### config.mk
export PLATFORM = sky130hd
export DESIGN_NAME = core_finish_monitor
export DESIGN_NICKNAME = d
export VERILOG_FILES = /design/src/rtl/core_finish_monitor.sv
export SDC_FILE = /design/constraint.sdc
export NUM_CORES = 1
export LEC_CHECK = 0
export CAP_MARGIN = 40
export CORE_MARGIN = 2
export CORE_UTILIZATION = 41
export DETAILED_ROUTE_END_ITERATION = 8
export PLACE_DENSITY = 0.77
export RECOVER_POWER = 50
export SKIP_CTS_REPAIR_TIMING = 1
export SLEW_MARGIN = 20
export SYNTH_ARGS = -nofsm -noshare
export SYNTH_HDL_FRONTEND = slang
export SYNTH_SLANG_ARGS = --single-unit
### constraint.sdc
create_clock -name clock -period 2.25 [get_ports clock]
set_clock_uncertainty 0.05 [all_clocks]
set_input_delay 0.45 -clock clock [delete_from_list [all_inputs] [get_ports clock]]
set_output_delay 0.45 -clock clock [all_outputs]
set_load 0.05 [all_outputs]
### src/rtl/core_finish_monitor.sv
// rtl/core_finish_monitor.sv - per-core completion monitor: run-cycle counting, end-PC detect, drain, done/all_done
//
// Optional feature macro: MONITOR_TIMEOUT_EN
//   defined   : a core that runs TIMEOUT_CYCLES-1 cycles without a match is
//               forced to a TIMEOUT state and reported done with timeout set.
//   undefined : no timeout comparator exists; timeout is tied to 0 and a core
//               that never matches stays in RUN until start or reset.
module core_finish_monitor #(
  parameter int NUM_CORES      = 2,
  parameter int ADDRESS_BITS   = 32,
  parameter int CYCLE_BITS     = 32,
  parameter int DRAIN_CYCLES   = 50,
  parameter int TIMEOUT_CYCLES = 100000
) (
  input  logic                              clock,
  input  logic                              reset,
  input  logic                              start,
  input  logic [NUM_CORES*ADDRESS_BITS-1:0] PC,
  input  logic [NUM_CORES*ADDRESS_BITS-1:0] end_address,
  output logic [NUM_CORES-1:0]              core_done,
  output logic                              all_done,
  output logic [NUM_CORES*CYCLE_BITS-1:0]   run_cycles,
  output logic [NUM_CORES-1:0]              timeout
);

  // Drain counter only needs to reach DRAIN_CYCLES-1; keep at least one bit.
  localparam int DRAIN_W = (DRAIN_CYCLES > 1) ? $clog2(DRAIN_CYCLES) : 1;
  localparam logic [DRAIN_W-1:0] DRAIN_LAST = DRAIN_W'(DRAIN_CYCLES - 1);

`ifdef MONITOR_TIMEOUT_EN
  // Compare in a width wide enough for both the counter and the limit, so a
  // narrow counter never aliases onto a large limit through truncation.
  localparam int CMP_W = (CYCLE_BITS > 32) ? CYCLE_BITS : 32;
  localparam logic [CMP_W-1:0] TIMEOUT_LAST = CMP_W'(TIMEOUT_CYCLES - 1);
`endif

  typedef enum logic [2:0] {
    S_IDLE    = 3'd0,
    S_RUN     = 3'd1,
    S_DRAIN   = 3'd2,
    S_DONE    = 3'd3
`ifdef MONITOR_TIMEOUT_EN
    ,
    S_TIMEOUT = 3'd4
`endif
  } state_t;

  genvar gi;
  generate
    for (gi = 0; gi < NUM_CORES; gi++) begin : g_core
      state_t                r_state;
      logic [CYCLE_BITS-1:0] r_cnt;
      logic [DRAIN_W-1:0]    r_drain;
      logic [CYCLE_BITS-1:0] r_run_cycles;
      logic                  r_done;
      logic                  r_timeout;
      logic                  w_match;

      assign w_match = (PC[gi*ADDRESS_BITS +: ADDRESS_BITS] ==
                        end_address[gi*ADDRESS_BITS +: ADDRESS_BITS]);

      // Per-core FSM: reset beats start, start beats any match, outputs registered.
      always_ff @(posedge clock) begin
        if (reset) begin
          r_state      <= S_IDLE;
          r_cnt        <= '0;
          r_drain      <= '0;
          r_run_cycles <= '0;
          r_done       <= 1'b0;
          r_timeout    <= 1'b0;
        end else if (start) begin
          r_state      <= S_RUN;
          r_cnt        <= '0;
          r_drain      <= '0;
          r_run_cycles <= '0;
          r_done       <= 1'b0;
          r_timeout    <= 1'b0;
        end else begin
          case (r_state)
            S_RUN: begin
              if (w_match) begin
                r_run_cycles <= r_cnt;
                r_drain      <= '0;
                r_state      <= S_DRAIN;
`ifdef MONITOR_TIMEOUT_EN
              end else if (CMP_W'(r_cnt) == TIMEOUT_LAST) begin
                r_run_cycles <= r_cnt;
                r_timeout    <= 1'b1;
                r_done       <= 1'b1;
                r_state      <= S_TIMEOUT;
`endif
              end else if (r_cnt != {CYCLE_BITS{1'b1}}) begin
                // Saturate rather than wrap so a runaway core reads as "very long".
                r_cnt <= r_cnt + 1'b1;
              end
            end
            S_DRAIN: begin
              if (r_drain == DRAIN_LAST) begin
                r_done  <= 1'b1;
                r_state <= S_DONE;
              end else begin
                r_drain <= r_drain + 1'b1;
              end
            end
            default: begin
              // IDLE, DONE and TIMEOUT hold until start or reset.
              r_state <= r_state;
            end
          endcase
        end
      end

      assign core_done[gi]                                 = r_done;
      assign timeout[gi]                                   = r_timeout;
      assign run_cycles[gi*CYCLE_BITS +: CYCLE_BITS]       = r_run_cycles;
    end
  endgenerate

  // Aggregate completion, registered one cycle behind core_done.
  always_ff @(posedge clock) begin
    if (reset) begin
      all_done <= 1'b0;
    end else begin
      all_done <= &core_done;
    end
  end

endmodule
==> results.toml <==
[routing]
dr.pass1.iters = 4
vias = 6475
routed_wl_mm = 17.5
vias_per_cell = 5.08
ant_nets = 0
drtIter0Drc = 270
wl_per_cell_um = 13.7
drc_errors = 0

[synthesis]
seq_area_frac_synth_pct = 41.4
synth.area.top_cells = "dfxtp_1 41%, xnor2_1 11%, mux2i_1 10%"
synth_cell_types = 59
synth.top_cell.area_share_pct = 41.4
synth_edf_count = 0
synth-async-reset-ratio_pct = 0
ys.flop_type = "dfxtp_1"
yosysWarnings = 0
netlist_area_um2 = 7110
ys_ff_latch = 147
synthCells = 799
synth_area_per_cell_um2 = 8.90
yosys.area.top_type = "dfxtp_1"

[placement]
portBuffers = 197
dp.cells = 1241
gp_congestion = 0.851
dp_hpwl_mm = 13.0

[critical_path]
required_ns = 1.75
startpoint_type = "flip-flop"
r2r-end = "g_core[0].r_cnt[16]"
crit_path_start = "g_core[1].r_done"
max_stage_delay_ns = 0.83
rr_worst_depth = 9
slowest_stage = "clkdlybuf4s50_1"
worstPathArrival_ns = 1.66
critical_path_cell_count = 1
critPathKind = "flip-flop to output pin"
r2r_slack_ns = 0.18
cp-endpoint = "core_done[1]"
crit_path_cell_trace = "clkdlybuf4s50_1"
cp_top_family = "buffers and inverters"
path_buf_inv = 1
worstPathMaxFanout = 3
end_kind = "output pin"
worstReg2RegStart = "g_core[0].r_cnt[0]"

[clock_tree]
cts_tree = "built"
numClockSinks = 147
clk_latency_ns = 0.43
ctsHtreeMaxLevel = 4
path_clk_slew_ns = 0.06
clk_path_buf_depth = 2
cts_root_buf = "clkbuf_16"
cts_buffers = 17

[power]
ir_drop_mv = 0.611
p_leak_nw = 3.84
p_total_mw = 5.96
powerDensity_nw_per_um2 = 574

[floorplanning]
die_y_um = 136
die_w_um = 136
start_util_pct = 41.6
num_rows = 48
core_area_um2 = 17100
ioPinCount = 200
die_area_um2 = 18400

[timing]
layout_min_cycle_time_ns = 2.16
tightest_slew_ns = 0.583
finalCritPeriodShare_pct = 96.1
setup_viol = 0
rsz0062_at_grt = "true"
finalHoldViolations = 0
timing.fmax_ghz = 0.463
relSlewSlack_pct = 61.0
slew_viol_final = 0

[grt]
globalRouteMet1Util_pct = 22.9
antenna_found_initial = 0
grt_pass1_vias = 6223
grt_use_met3_pct = 6.62
track_usage_pct = 19.1
top_usage_layer = "met2"
grt_overflow = 0
grt_start_max_net_pins = 40
grt_pass1_wl_mm = 28.4
gr-usage-met2_pct = 32.2

[job]
drv_cap = 0

[layout]
final_cells = 1275
drive_above_1_share_pct = 12.1
finalNetCount = 1174
diodes = 0
syn_to_final_growth_pct = 45.9

[outcome]
status = "finished, final reports clean"

[worst_hold_path]
hold_class = "flip-flop to flip-flop"
## registers in the layout (all words and copies together) (netlist names)
| name | count |
|---|---|
| all_done | 1 |
| g_core.r_cnt | 64 |
| g_core.r_done | 2 |
| g_core.r_drain | 12 |
| g_core.r_run_cycles | 64 |
| g_core.r_state | 4 |
## cell usage in the layout (no fill, tap or decap), types with 4 or more instances in the layout
cell type and n:
dfxtp_1 147, o21ai_0 25, nor4_1 7, clkbuf_16 17, xnor2_1 89, clkdlybuf4s50_1 182
nand4_1 33, nand3_1 23, and4_1 6, or4_1 8, o31ai_1 7, nor4_2 6
inv_1 10, a21oi_1 32, buf_12 5, inv_6 4, and2_1 4, clkinv_4 4
mux2i_1 69, nor3_1 18, nor2_1 120, nand2_1 55, dlymetal6s2s_1 15, and3_1 10
buf_4 56, or3_1 23, ha_1 6
## worst min path at each step
stage,start,endpoint,slack (ns),depth (start not counted)
2_1_floorplan,g_core[1].r_done,all_done,0.37,2
3_3_place_gp,g_core[1].r_run_cycles[15],g_core[1].r_run_cycles[15],0.42,2
3_5_place_dp,g_core[0].r_state[1],g_core[0].r_state[1],0.43,2
4_1_cts,g_core[0].r_state[1],g_core[0].r_state[1],0.44,2
5_1_grt,g_core[1].r_run_cycles[10],g_core[1].r_run_cycles[10],0.46,2
6_report,g_core[0].r_state[1],g_core[0].r_state[1],0.44,2
## routing by layer
layer  vias up  share of wire, %
met3        21               7.5
met5         -                 0
met1      2993                43
met4         0               1.4
met2       193                49
li1       3268                 -
## synthesized netlist by cell type (all sizes together), types with 2 or more instances
cell    instances
buf            24
and3           11
and4            7
xor2            3
mux2i          71
nor3           21
nand2          58
xnor2          89
clkbuf         19
a31oi           3
nor2b           2
or4             8
nor4           15
nor2          123
o31a            2
dfxtp         147
inv            10
nand4          35
and2            6
a21oi          33
o41ai           2
nand3          24
o21a            3
o311ai          2
o31ai           7
o21ai          26
nand2b          3
or3            23
ha              6
## kinds of logic (layout without fill, tap and decap cells)
group | count (synthesis) | after routing | share of synthesized area, %
and+or+nand+nor | 342 | 342 | 25.0
DFF | 147 | 147 | 41.4
xor gates and xnor gates | 92 | 92 | 11.3
AOI/OAI and AO/OA | 87 | 87 | 7.35
muxes | 71 | 71 | 9.99
buffers and inverters | 53 | 303 | 3.89
adders and majority gates | 6 | 6 | 1.06
other | 1 | 2 | 0.0527
## area by class of cell
class,instances,area (um^2)
clock buffers,18,439
clock inverters,14,153
fillers,1443,6740
inverters,10,37.5
multi-input cells,600,3980
flip-flops and latches,147,2940
well taps,225,282
repair buffers,261,2550
## through the flow
step / worst slack [ns] / instance area, um^2 / utilization, % / hold slack (ns) / TNS [ns]
detailed placement: -0.483 / 9680 / 56.5 / 0.429 / -48.18
CTS: -0.0246 / 10300 / 60.0 / 0.439 / -0.0598
global placement: -0.423 / 9680 / 56.5 / 0.425 / -41.61
floorplan: 0.206 / 7120 / - / 0.373 / 0
finish: 0.0887 / 10400 / 60.7 / 0.437 / 0
global route: -0.0684 / 10400 / 60.7 / 0.463 / -0.773
## report_power, final
| group | total (mW) | internal (mW) | switching [mW] |
|---|---|---|---|
| Clock | 2.83 | 1.67 | 1.16 |
| Sequential | 2.61 | 2.61 | 0.00501 |
| Combinational | 0.519 | 0.325 | 0.194 |
Power figures use the tool's default switching activity.
